$ cat src/rtl/dsp_cfg_pkg.sv
`default_nettype none
// ============================================================================
// Module      : dsp_cfg_pkg
// Description : MODE_BITS field map, word width and loader FSM states shared
//               by the DSP configuration writer and its packer.
// Revision    : 1.0 - initial release
// ============================================================================
package dsp_cfg_pkg;

    localparam int WORD_W    = 72;

    localparam int F_MODE    = 71;
    localparam int REGIN_ALT = 63;
    localparam int REGIN     = 61;
    localparam int SUB       = 58;
    localparam int SAT       = 57;
    localparam int SHR_HI    = 56;
    localparam int SHR_LO    = 51;
    localparam int RND_HI    = 40;
    localparam int RND_LO    = 38;
    localparam int ACCFIR_HI = 37;
    localparam int ACCFIR_LO = 32;

    typedef enum logic [1:0] {
        ST_IDLE  = 2'd0,
        ST_SHIFT = 2'd1,
        ST_LOAD  = 2'd2
    } state_t;

endpackage
`default_nettype wire

$ cat src/rtl/dsp_mode_bits_pack.sv
`default_nettype none
// ============================================================================
// Module      : dsp_mode_bits_pack
// Description : Combinational packer from decoded DSP control fields into the
//               72-bit MODE_BITS word; unlisted bits are zero.
// Revision    : 1.0 - initial release
// ============================================================================
module dsp_mode_bits_pack
    import dsp_cfg_pkg::*;
(
    input  logic              f_mode,
    input  logic              register_inputs,
    input  logic              subtract,
    input  logic              saturate_enable,
    input  logic [5:0]        shift_right,
    input  logic [2:0]        round_mode,
    input  logic [5:0]        acc_fir,
    output logic [WORD_W-1:0] mode_bits
);

    always_comb begin
        mode_bits                        = '0;
        mode_bits[F_MODE]                = f_mode;
        mode_bits[REGIN_ALT]             = 1'b0;
        mode_bits[REGIN]                 = register_inputs;
        mode_bits[SUB]                   = subtract;
        mode_bits[SAT]                   = saturate_enable;
        mode_bits[SHR_HI:SHR_LO]         = shift_right;
        mode_bits[RND_HI:RND_LO]         = round_mode;
        mode_bits[ACCFIR_HI:ACCFIR_LO]   = acc_fir;
    end

endmodule
`default_nettype wire

$ cat src/rtl/dsp_mode_bits_writer.sv
`default_nettype none
// ============================================================================
// Module      : dsp_mode_bits_writer
// Description : Packs DSP control fields into MODE_BITS, shifts the word into
//               the DSP configuration chain and pulses a parallel load.
// Revision    : 1.0 - initial release
// ============================================================================
module dsp_mode_bits_writer #(
    parameter int WORD_W    = 72,
    parameter int CLK_DIV   = 1,
    parameter int LSB_FIRST = 1
) (
    input  logic              clk,
    input  logic              reset,
    input  logic              req_valid,
    output logic              req_ready,
    input  logic              f_mode,
    input  logic              register_inputs,
    input  logic              subtract,
    input  logic              saturate_enable,
    input  logic [5:0]        shift_right,
    input  logic [2:0]        round_mode,
    input  logic [5:0]        acc_fir,
    input  logic [2:0]        output_select,
    input  logic              abort,
    output logic              cfg_data,
    output logic              cfg_shift_en,
    output logic              cfg_load,
    output logic [2:0]        output_select_q,
    output logic [WORD_W-1:0] mode_bits_q,
    output logic              done,
    output logic              aborted
);
    import dsp_cfg_pkg::*;

    localparam int              CNT_W    = $clog2(WORD_W);
    localparam logic [CNT_W-1:0] CNT_LAST = CNT_W'(WORD_W - 1);
    localparam logic [7:0]      DIV_TC   = 8'(CLK_DIV - 1);

    state_t             r_state;
    state_t             w_state_nxt;
    logic [WORD_W-1:0]  r_shreg;
    logic [WORD_W-1:0]  w_shreg_rot;
    logic [WORD_W-1:0]  w_packed;
    logic [2:0]         r_sel_cap;
    logic [7:0]         r_div;
    logic [CNT_W-1:0]   r_bitcnt;
    logic               w_strobe;
    logic               w_ser_bit;

    dsp_mode_bits_pack u_pack (
        .f_mode          (f_mode),
        .register_inputs (register_inputs),
        .subtract        (subtract),
        .saturate_enable (saturate_enable),
        .shift_right     (shift_right),
        .round_mode      (round_mode),
        .acc_fir         (acc_fir),
        .mode_bits       (w_packed)
    );

    // The shift register rotates, so after a full word it holds the packed value again.
    generate
        if (LSB_FIRST != 0) begin : g_lsb_first
            assign w_ser_bit   = r_shreg[0];
            assign w_shreg_rot = {r_shreg[0], r_shreg[WORD_W-1:1]};
        end else begin : g_msb_first
            assign w_ser_bit   = r_shreg[WORD_W-1];
            assign w_shreg_rot = {r_shreg[WORD_W-2:0], r_shreg[WORD_W-1]};
        end
    endgenerate

    assign w_strobe = (r_state == ST_SHIFT) && (r_div == DIV_TC);

    always_ff @(posedge clk or posedge reset) begin
        if (reset) begin
            r_state         <= ST_IDLE;
            r_shreg         <= '0;
            r_sel_cap       <= 3'd0;
            r_div           <= 8'd0;
            r_bitcnt        <= '0;
            mode_bits_q     <= '0;
            output_select_q <= 3'd0;
        end else begin
            r_state <= w_state_nxt;
            if (r_state == ST_IDLE) begin
                if (req_valid) begin
                    r_shreg   <= w_packed;
                    r_sel_cap <= output_select;
                    r_div     <= 8'd0;
                    r_bitcnt  <= '0;
                end
            end else if (r_state == ST_SHIFT) begin
                if (w_strobe) begin
                    r_shreg  <= w_shreg_rot;
                    r_div    <= 8'd0;
                    r_bitcnt <= r_bitcnt + CNT_W'(1);
                end else begin
                    r_div    <= r_div + 8'd1;
                end
            end else if (r_state == ST_LOAD) begin
                mode_bits_q     <= r_shreg;
                output_select_q <= r_sel_cap;
            end
        end
    end

    always_comb begin
        w_state_nxt  = r_state;
        req_ready    = 1'b0;
        cfg_shift_en = 1'b0;
        cfg_data     = 1'b0;
        cfg_load     = 1'b0;
        done         = 1'b0;
        aborted      = 1'b0;
        case (r_state)
            ST_IDLE: begin
                req_ready = 1'b1;
                if (req_valid) begin
                    w_state_nxt = ST_SHIFT;
                end
            end
            ST_SHIFT: begin
                cfg_shift_en = w_strobe;
                cfg_data     = w_strobe & w_ser_bit;
                // Abort takes priority even over the final strobe.
                if (abort) begin
                    aborted     = 1'b1;
                    w_state_nxt = ST_IDLE;
                end else if (w_strobe && (r_bitcnt == CNT_LAST)) begin
                    w_state_nxt = ST_LOAD;
                end
            end
            ST_LOAD: begin
                cfg_load    = 1'b1;
                done        = 1'b1;
                w_state_nxt = ST_IDLE;
            end
            default: begin
                w_state_nxt = ST_IDLE;
            end
        endcase
    end

endmodule
`default_nettype wire

$ cat config.mk
export PLATFORM = sky130hd
export DESIGN_NAME = dsp_mode_bits_writer
export DESIGN_NICKNAME = d
export VERILOG_FILES = /design/src/rtl/dsp_cfg_pkg.sv /design/src/rtl/dsp_mode_bits_pack.sv /design/src/rtl/dsp_mode_bits_writer.sv
export SDC_FILE = /design/constraint.sdc
export NUM_CORES = 1
export LEC_CHECK = 0
export BUFFER_PORTS_ARGS = -buffer_cell sky130_fd_sc_hd__buf_2
export CORE_MARGIN = 3
export CORE_UTILIZATION = 51
export DETAILED_ROUTE_END_ITERATION = 10
export GPL_TIMING_DRIVEN = 0
export MAX_ROUTING_LAYER = met4
export PLACE_DENSITY = 0.76
export REMOVE_ABC_BUFFERS = 1
export SYNTH_ARGS = -nofsm -noshare
export SYNTH_HDL_FRONTEND = slang
export SYNTH_SLANG_ARGS = --single-unit
$ cat constraint.sdc
create_clock -name clk -period 5.7 [get_ports clk]
set_input_delay 1.14 -clock clk [delete_from_list [all_inputs] [get_ports clk]]
set_output_delay 1.14 -clock clk [all_outputs]
set_load 0.01 [all_outputs]
Word level (Yosys, flattened, before mapping)
Cells that the tools add are included.
Operators by class
  $add $sub $neg: 2
  reductions and logical operators: 11
  multiplexer cells: 22
  bitwise gates (word level): 3
  equality and inequality tests: 5
Operators with widths (count)
  72-bit 2-to-1 mux: 4
  8-bit 2-to-1 mux: 4
  7-bit 2-to-1 mux: 4
  8-bit by 1-bit adder with 8-bit output, second input constant: 1
  8-bit logical NOT: 1
  7-bit by 1-bit adder with 7-bit output, second input constant: 1
  7-bit == test, second input constant: 1
  1-bit 2-to-1 mux: 6
  2-bit 2-to-1 mux: 3
  2-bit AND reduction: 3
  3-bit AND reduction: 2
  2-bit one-hot mux with 2 select lines: 1
  2-bit nonzero test: 2
  3-bit by 2-bit != test with 1-bit output, second input constant: 1
  2-bit by 1-bit == test with 1-bit output, second input constant: 1
  2-bit == test, second input constant: 1
  1-bit logical AND: 2
  2-bit logical NOT: 1
  2-bit != test, second input constant: 1
  1-bit NOT: 2
  1-bit AND: 1
Word-level totals
  input bits: 26
  logic and storage cells: 50
  bits in registers: 167
  output and inout bits: 81

Depth between registers and ports, before layout
Gate-level depths: netlist of the first run.
  depth in word-level cells: 6
  depth in mapped cells: 9
  gate-level depth less buffers: 7

Hierarchy
From an unflattened synthesis of the first run, not the netlist that was laid out.
Second synthesis, totals
  cells, all modules: 737
  area, all modules: 7165.6 sq um
By module, submodules not included
  dsp_mode_bits_writer: instances 1, seq. area each 4179.0 sq um, cells an instance 664, area an instance 6621.4 sq um
  dsp_mode_bits_pack: instances 1, seq. area each 0.0 sq um, cells an instance 73, area an instance 544.3 sq um

Worst setup path before layout of the first run
Ideal clock, no wire load.
  kind: register to output
  start: reg r_div[0]
  end: out cfg_shift_en
  arrival time: 1524 ps
  path slack: 3036 ps
  required time: 4560 ps
  stages on the path, launching flop included: 8
  buffers on the path: 2
  cell sequence: dfrtp_1 -> inv_1 -> ha_1 -> nor4b_4 -> nand3_2 -> buf_6 -> clkinv_1 -> clkbuf_1
On the way
  longest elaborated chain between the ends: 3
Ends and longest elaborated chain
  from (decl): line dsp_mode_bits_writer.sv:46  | logic [7:0] r_div;
  from (signal assigned): line dsp_mode_bits_writer.sv:99  | r_div <= r_div + 8'd1;
  8-bit logical NOT: line dsp_mode_bits_writer.sv:73  | assign w_strobe = (r_state == ST_SHIFT) && (r_div == DIV_TC);
  1-bit logical AND: line dsp_mode_bits_writer.sv:73
  1-bit 2-to-1 mux: line dsp_mode_bits_writer.sv:116  | case (r_state)
  to (decl): line dsp_mode_bits_writer.sv:27  | output logic cfg_shift_en,
Every way passes these cells.

Worst setup path in the final report of the first run
  start: reg r_div[0]
  end: out cfg_data
On the way
  longest elaborated chain between the ends: 4
Ends and longest elaborated chain
  8-bit logical NOT: line dsp_mode_bits_writer.sv:73
  1-bit logical AND: line dsp_mode_bits_writer.sv:73
  1-bit AND: line dsp_mode_bits_writer.sv:125  | cfg_data = w_strobe & w_ser_bit;
  1-bit 2-to-1 mux: line dsp_mode_bits_writer.sv:116
  to (decl): line dsp_mode_bits_writer.sv:26  | output logic cfg_data,
Every way passes these cells.

==> metrics, run 1 <==
Starting Density between 50% and 60%; DP Area 0.00739 mm²; initial antenna violation count 0; first-pass GRT wire length 23900 µm; Area growth syn-to-layout 19.7%; DR vias/cell 5.27; number of synthesized flops with an enable pin 0; net count reported at finish 836; Req. time, crit path 4560 ps; top-level I/O count 107; CP Capture Type primary output; Die H 121 µm; commonest non-fill, non-tap cell in the layout nand2_1; post_cts resized 0; RSZ-0062 raised after global routing no; Routed WL per cell approximately 14 µm; H-tree depth 4; min setup slack post-route between 1000 and 1500 ps; fin crit share 75.2%; Port Buffers 106; # Max-Cap Violations 0; Max Slew Vio Count 0; DR pass1 iterations 5; Post-Layout Cell Count 992; dpl cells 960; gr usage total 21.0%; DR iter-0 viols 422; status complete, no violations; clk slew on worst S/H paths 60 ps; ANT nets after route 0; area of the core between 0.01 and 0.015 mm²; Final Setup Violations 0; # DRC 0; hold_buf cts 0; via count about 5200; final hold vios 0; synthesized instance count 723; vias in the first global route 5054; share of post-route cells with drive strength above 1 between 10% and 20%; Layout Cell Area excl Fill 0.00801 mm²; TritonCTS buffer count 17; CP Data Arrival Time 3150 ps; Skew-Pair Late Insertion Delay 420 ps; global route total overflow 0; Post-CTS Setup Bufs 0; static leakage about 4.5 nW; Yosys Warn Count 0; CTS tree done; Pwr Density about 410 mW/mm²; post-synthesis cell type count 40; clk root buf clkbuf_16; largest net degree at the start of global routing ~120; Synth Register Bits 167; Mapped Avg Cell Area 9.26 µm²; Hold Path Class register to register; DRT Wirelength 14000 µm; DP Wirelength 8510 µm; RD Place Congestion 0.760; die area ~0.015 mm²; worst slack, placed 1850 ps; CTS Buffer Depth 2; sequential area share after synthesis 62.4%; Slew @ Worst Pin between 1000 and 1500 ps; Main synth FF type dfrtp_1; fin crit period 4290 ps; Critical Path Fanout Max 67; Slew HR 33.3%; Critical Setup Path Class register to primary output; max frequency 233 MHz; Final Skew 5.02 ps; Synth async-reset ratio 100%; commonest cells after routing, fill and taps aside 303 x nand2_1, 167 x dfrtp_1, 106 x buf_2; FP Rows 41; Die W ~120 µm; clk sinks 167; crit start category register; worst vdd ir 0.228 mV; Cell Area, Synth 0.00670 mm²; ANT cells 0
report_power, final:
part / internal, W / switching, W
clock network: 0.000726 / 0.000460
logic: 0.000205 / 0.000421
registers: 0.00135 / 0.000112
total: 0.00228 / 0.000993
kinds of logic (layout without fill, tap and decap cells):
kind of cell,count (synthesis),in the layout,synth area share [%]
flip-flops,167,167,62.4
adder cells (fa/ha/maj),3,3,0.561
multiplexers,3,3,0.505
XOR/XNOR,4,4,0.523
buffers and inverters,70,167,4.09
AO/OA/AOI/OAI,79,79,7.01
AND/OR/NAND/NOR,397,397,24.9
state kept, by name, summed over array words and instances, names as in the netlist:
register / cells
r_sel_cap: 3
r_shreg: 72
r_state: 2
r_div: 8
output_select_q: 3
mode_bits_q: 72
r_bitcnt: 7
worst paths after layout:
| kind | endpoint | slack (ps) | start | depth (start not counted) |
|---|---|---|---|---|
| hold / removal | mode_bits_q[19] | 470 | mode_bits_q[19] | 2 |
| setup / recovery | cfg_data | 1410 | r_div[0] | 8 |
| max in group asynchronous | r_shreg[34] | 4140 | reset | 3 |
| hold reg to reg | mode_bits_q[19] | 470 | mode_bits_q[19] | 2 |
| min in group asynchronous | r_shreg[35] | 710 | reset | 2 |
| setup reg to reg | r_bitcnt[1] | 3010 | r_div[0] | 8 |
synth_stat cells, types with 2 or more instances:
| cell type | instances | area share, % |
|---|---|---|
| nor2_1 | 9 | 0.50 |
| nand2_1 | 304 | 17 |
| nand2b_1 | 3 | 0.28 |
| xnor2_1 | 3 | 0.39 |
| o22ai_1 | 19 | 1.8 |
| ha_1 | 3 | 0.56 |
| and2_1 | 3 | 0.28 |
| or4_1 | 2 | 0.22 |
| dfrtp_1 | 167 | 62 |
| a21oi_1 | 5 | 0.37 |
| o31ai_1 | 3 | 0.34 |
| a31oi_1 | 21 | 2.0 |
| o21ai_0 | 27 | 2.0 |
| a22o_1 | 2 | 0.26 |
| nand4_1 | 2 | 0.19 |
| inv_1 | 24 | 1.3 |
| clkbuf_1 | 30 | 1.7 |
| mux2_2 | 3 | 0.50 |
| buf_1 | 13 | 0.73 |
| nor4_1 | 2 | 0.19 |
| nand3_1 | 59 | 4.4 |
area by class of cell:
type / instances / area [µm²]
fill: 1084 / 4710
sequential: 167 / 4180
multi-input combinational: 486 / 2260
timing repair buffer: 110 / 633
clock buffer: 22 / 474
tap: 172 / 215
clock inverter: 10 / 144
inverter: 25 / 103
critical path: stages (launching register included):
cell and delay [ps]:
dfrtp_1 420, inv_1 80, ha_1 190, nor4b_4 350
nand3_4 410, buf_16 370, clkinv_2 510, and2_1 210
buf_2 130
stage by stage:
stage | utilization [%] | hold WS, ps | setup TNS (ps) | power (W)
after floorplan | - | 439 | 0 | 0.00189
after global routing | 63.0 | 494 | 0 | 0.00346
final | 63.0 | 468 | 0 | 0.00327
after global placement | 57.1 | 453 | -261570 | 0.00205
after detailed placement | 58.1 | 457 | 0 | 0.00211
after CTS | 63.0 | 472 | 0 | 0.00330
routing by layer:
| layer | up-vias | GRT usage (%) | share of wire, % |
|---|---|---|---|
| met4 | 0 | 8.22 | 1.7 |
| met3 | 23 | 4.91 | 5.7 |
| met2 | 167 | 32.8 | 50 |
| met5 | - | - | 0 |
| li1 | 2523 | - | - |
| met1 | 2510 | 27.0 | 43 |
Note: power is estimated with default switching activity, not from simulation.
==> run 2, diff against run 1 <==
--- a/config.mk
+++ b/config.mk
@@ -5,13 +5,14 @@
 export SDC_FILE = /design/constraint.sdc
 export NUM_CORES = 1
 export LEC_CHECK = 0
+export ABC_AREA = 1
 export BUFFER_PORTS_ARGS = -buffer_cell sky130_fd_sc_hd__buf_2
 export CORE_MARGIN = 3
-export CORE_UTILIZATION = 51
+export CORE_UTILIZATION = 55
 export DETAILED_ROUTE_END_ITERATION = 10
 export GPL_TIMING_DRIVEN = 0
 export MAX_ROUTING_LAYER = met4
-export PLACE_DENSITY = 0.76
+export PLACE_DENSITY = 0.78
 export REMOVE_ABC_BUFFERS = 1
 export SYNTH_ARGS = -nofsm -noshare
 export SYNTH_HDL_FRONTEND = slang
==> constraint.sdc (replaced) <==
create_clock -name clk -period 4.1 [get_ports clk]
set_input_delay 0.82 -clock clk [delete_from_list [all_inputs] [get_ports clk]]
set_output_delay 0.82 -clock clk [all_outputs]
set_load 0.01 [all_outputs]
==> metrics, run 2 <==
Final Setup Violations 0; post-synthesis cell type count 27; Fillers around 950; CTS Buffer Depth 2; Post-CTS Setup Bufs 0; dpl cells 995; top cell type's share of synthesized area 59.5%; largest registers mode_bits_q: 72 flops, r_shreg: 72 flops, r_div: 8 flops; Pwr Density 514 mW/mm²; Post-Layout Cell Count 1027; area of the core 0.0123 mm²; hold_buf cts 0; via count 5242; fin crit share 82.7%; commonest non-fill, non-tap cell in the layout nand2_1; post_cts resized 0; min setup slack post-route 708 ps; DRT Wirelength 14700 µm; DR pass1 iterations 7; fin crit period 3390 ps; Hold Path Class input port to asynchronous set/reset pin; worst vdd ir 0.293 mV; ANT nets after route 0; Area growth syn-to-layout 17.5%; NetSw 0.00113 W; gr usage total 22.6%; sequential power share between 40% and 50%; multi-input logic area 0.00227 mm²; Final Skew 6.87 ps; FP Rows 40; combinational power share 13.3%; Synth async-reset ratio 100%; DP Wirelength 8920 µm; vias in the first global route 5353; clk root buf clkbuf_16; Main synth FF type dfrtp_1; H-tree depth 4; sequential area share after synthesis 59.5%; P_int 0.00311 W; sequential cell area 0.00418 mm²; Die W approximately 120 µm; clk sinks between 150 and 200; share of post-route cells with drive strength above 1 between 20% and 30%; TritonCTS buffer count 17; global route total overflow 0; net count reported at finish 875; RD Place Congestion 0.794; Req. time, crit path 4340 ps; Layout Cell Area excl Fill 0.00826 mm²; status complete, no violations; Routed WL per cell approximately 14 µm; largest net degree at the start of global routing around 120; # Max-Cap Violations 0; Slew @ Worst Pin around 1200 ps; Slew HR between 20% and 30%; Die H between 100 and 150 µm; RSZ-0062 raised after global routing no; Skew-Pair Late Insertion Delay 410 ps; Synth area leader dfrtp_1; crit start category register; ranking of synthesized cells by area dfrtp_1 59%, nand2_1 13%, o21ai_0 7.0%; synthesized instance count 758; CTS tree done; CP Capture Type register; clk slew on worst S/H paths around 60 ps; static leakage around 4.1 nW; DP Area 0.00760 mm²; Critical Path Fanout Max a little under 80; first-pass GRT wire length 25500 µm; Yosys Warn Count 0; Core Util, Final 67.3%; max frequency around 290 MHz; Cell Area, Synth 0.00703 mm²; Clk pwr share 41.1%; Starting Density 57.3%; die area 0.0142 mm²; DR iter-0 viols 451; final hold vios 0; Max Slew Vio Count 0; initial antenna violation count 0; commonest cells after routing, fill and taps aside 237 x nand2_1, 167 x dfrtp_1, 106 x buf_2; CP Data Arrival Time 3630 ps; top-level I/O count 107; most frequent cell after synthesis nand2_1; # DRC 0; most instantiated cells after synthesis 238 x nand2_1, 167 x dfrtp_1, 98 x o21ai_0; ANT cells 0; DR vias/cell 5.10; worst slack, placed 781 ps; number of synthesized flops with an enable pin 0; Critical Setup Path Class register to register; Mapped Avg Cell Area 9.27 µm²; Net Sw Frac 26.7%; Port Buffers between 100 and 150; Synth Register Bits approximately 170
[run 2: changes by cell type after synthesis, sizes merged, moves of 16 or more]
cell and delta:
o21ai +119, inv +63, nand2 -63, a31oi -21
nand3 -20, clkbuf -17, o22ai -16
[run 2: area by class of cell]
type / instances / share of cell area (%)
Sequential cell: 167 / 50.6
Multi-Input combinational cell: 464 / 27.5
Timing Repair Buffer: 108 / 7.09
Clock buffer: 23 / 6.03
Inverter: 88 / 4.24
Tap cell: 168 / 2.55
Clock inverter: 9 / 1.95
[run 2: worst paths after layout]
check,endpoint,cells after the start,slack [ps],startpoint
min in group clk,r_shreg[67],2,470,r_shreg[68]
min reg2reg,r_shreg[67],2,470,r_shreg[68]
min,r_shreg[17],2,400,reset
max reg2reg,r_shreg[12],4,710,r_state[1]
max,r_shreg[12],4,710,r_state[1]
max in group asynchronous,mode_bits_q[32],3,2830,reset
[run 2: through the flow]
step | setup TNS, ps | hold WS (ps) | total power (W)
6_report | 0 | 397 | 0.00425
5_1_grt | 0 | 405 | 0.00446
4_1_cts | 0 | 395 | 0.00428
3_5_place_dp | 0 | 464 | 0.00253
3_3_place_gp | -484000 | 446 | 0.00249
2_1_floorplan | -206810 | 436 | 0.00234
[run 2: power by group through the flow]
stage	Combinational [W]	Clock, W	Sequential [W]
final	0.000563	0.00175	0.00194
after global routing	0.000650	0.00185	0.00196
after CTS	0.000573	0.00178	0.00193
after detailed placement	0.000564	0	0.00196
after global placement	0.000538	0	0.00195
after floorplan	0.000381	0	0.00195
[run 2: worst max-delay path, stage by stage, from the launching register on]
cell and delay [ps]:
dfrtp_1 450, nor2_4 720, nand2_2 680, nand2_4 1080, o21ai_0 180
[run 2: layer usage]
metal  routed length, µm  up-vias  part of all wire (%)  GRT usage [%]
li1                    -     2558                     -              -
met4                 121        0                  0.82           6.81
met5                   0        -                     0              -
met1                6560     2541                    45           28.9
met2                7390      130                    50           36.5
met3                 639       13                   4.3           4.70
[run 2: logic make-up after synthesis]
family,Yosys count,share of synthesized area (%)
AND/OR/NAND/NOR,306,17.7
flip-flops,167,59.5
AO/OA/AOI/OAI,150,13.3
buffers and inverters,127,8.31
XOR/XNOR,3,0.374
adder cells (fa/ha/maj),3,0.534
multiplexers,2,0.320
==> run 3, diff against run 2 <==
--- a/config.mk
+++ b/config.mk
@@ -5,7 +5,7 @@
 export SDC_FILE = /design/constraint.sdc
 export NUM_CORES = 1
 export LEC_CHECK = 0
-export ABC_AREA = 1
+export ABC_AREA = 0
 export BUFFER_PORTS_ARGS = -buffer_cell sky130_fd_sc_hd__buf_2
 export CORE_MARGIN = 3
 export CORE_UTILIZATION = 55
==> constraint.sdc (replaced) <==
create_clock -name clk -period 3.3 [get_ports clk]
set_input_delay 0.66 -clock clk [delete_from_list [all_inputs] [get_ports clk]]
set_output_delay 0.66 -clock clk [all_outputs]
set_load 0.01 [all_outputs]
==> metrics, run 3 (synthesis results as in run 1) <==
status complete, no violations; post-route total power 0.00574 W; largest net degree at the start of global routing 125; max frequency 335 MHz; gr usage total 23.9%; ANT nets after route 0; final hold vios 0; Final Setup Violations 0; Hold Path Class input port to asynchronous set/reset pin; clk slew on worst S/H paths 60 ps; worst-path cell chain inv_1 > ha_1 > nor4b_4 > nand3_4 > buf_16 > clkinv_8 > and2_1 > buf_2; Slew HR 60.0%; FP Rows 39; Reg2Reg Launch Point r_div[0]; ANT cells 0; TritonCTS buffer count 17; Critical Path Fanout Max 66; path depth of the worst reg2reg path 7; Critical Setup Path Class register to primary output; fin crit share 90.3%; global route total overflow 0; Starting Density 57.4%; initial antenna violation count 0; RD Place Congestion 0.790; commonest cells after routing, fill and taps aside 303 x nand2_1, 167 x dfrtp_1, 106 x buf_2; Slew @ Worst Pin 600 ps; RSZ-0062 raised after global routing no; DR pass1 iterations 6; CP max stage cell dfrtp_1; Die W roughly 120 µm; hold_buf cts 0; largest registers mode_bits_q: 72 flops, r_shreg: 72 flops, r_div: 8 flops; Pwr Density approximately 710 mW/mm²; Port Buffers 106; RR Endpoint r_bitcnt[5]; Final Skew 7.91 ps; first-pass GRT wire length 24600 µm; Sum Neg Setup Slack 0 ps; area of the core 0.0117 mm²; Crit path max-delay family buffers and inverters; Die H between 100 and 150 µm; CP max stage delay 410 ps; DP Area 0.00738 mm²; flop-to-flop setup slack between 1000 and 1500 ps; crit start category register; top-level I/O count approximately 110; CTS tree done; Area growth syn-to-layout 20.1%; DR vias/cell 5.53; DP Wirelength 8720 µm; Req. time, crit path ~2600 ps; clk sinks about 170; # Max-Cap Violations 0; Skew-Pair Late Insertion Delay approximately 420 ps; DRT Wirelength 14800 µm; # DRC 0; Core Util, Final 68.9%; share of post-route cells with drive strength above 1 approximately a fifth; clk root buf clkbuf_16; fin crit period 2980 ps; die area 0.0135 mm²; CTS Buffer Depth 2; via count 5345; H-tree depth 4; vias in the first global route 5105; CP Data Arrival Time 2320 ps; static leakage approximately 4.5 nW; CP Capture Type primary output; commonest non-fill, non-tap cell in the layout nand2_1; number of buffers and inverters on the critical path 4; Routed WL per cell 15.3 µm; net count reported at finish around 840; DR iter-0 viols between 500 and 600; Max Slew Vio Count 0; Layout Cell Area excl Fill about 0.0080 mm²; worst vdd ir around 0.53 mV
## run 3: cell count changes in the layout (fill, tap and decap cells not counted), sizes merged, moves of 16 or more
cell and change:
o21ai -119, inv -65, nand2 +63, a31oi +21, nand3 +21, o22ai +16
## run 3: stage by stage
step	hold WS, ps	std cells	worst slack, ps
after floorplan	439	678	-1880
after global placement	452	927	-3500
after detailed placement	457	932	-70.7
after CTS	228	965	131
after global routing	235	967	183
final	227	967	319
## run 3: area by class of cell
| cell class | count | area [µm²] |
|---|---|---|
| inverters | 25 | 114 |
| flip-flops and latches | 167 | 4180 |
| fillers | 920 | 3620 |
| clock inverters | 9 | 123 |
| multi-input cells | 487 | 2280 |
| repair buffers | 114 | 676 |
| clock buffers | 22 | 484 |
| well taps | 143 | 179 |
## run 3: worst max path at each step
stage          startpoint         endpoint  depth (start not counted)
2_1_floorplan       reset   mode_bits_q[0]                          1
3_3_place_gp        reset  mode_bits_q[21]                          2
3_5_place_dp     r_div[0]         cfg_data                          8
6_report         r_div[0]         cfg_data                          8
4_1_cts          r_div[0]         cfg_data                          8
5_1_grt          r_div[0]         cfg_data                          8
## run 3: repair_timing
action / in CTS / in global routing
pin swaps: 1 / 0
gates cloned: 1 / 0
resized for setup: 4 / 0
setup buffers: 1 / 2
setup endpoints to repair: 2 / 1
## run 3: report_power, final
| part | switching, W | internal (W) | leakage (nW) |
|---|---|---|---|
| logic | 0.000791 | 0.000396 | 1.97 |
| clock network | 0.000762 | 0.00126 | 0.302 |
| registers | 0.000204 | 0.00232 | 2.26 |
## run 3: metal layers
layer	global-route usage, %	share of wire (%)
met5	-	0
met4	8.58	1.7
met3	5.23	5.4
met2	38.2	50
met1	30.2	43
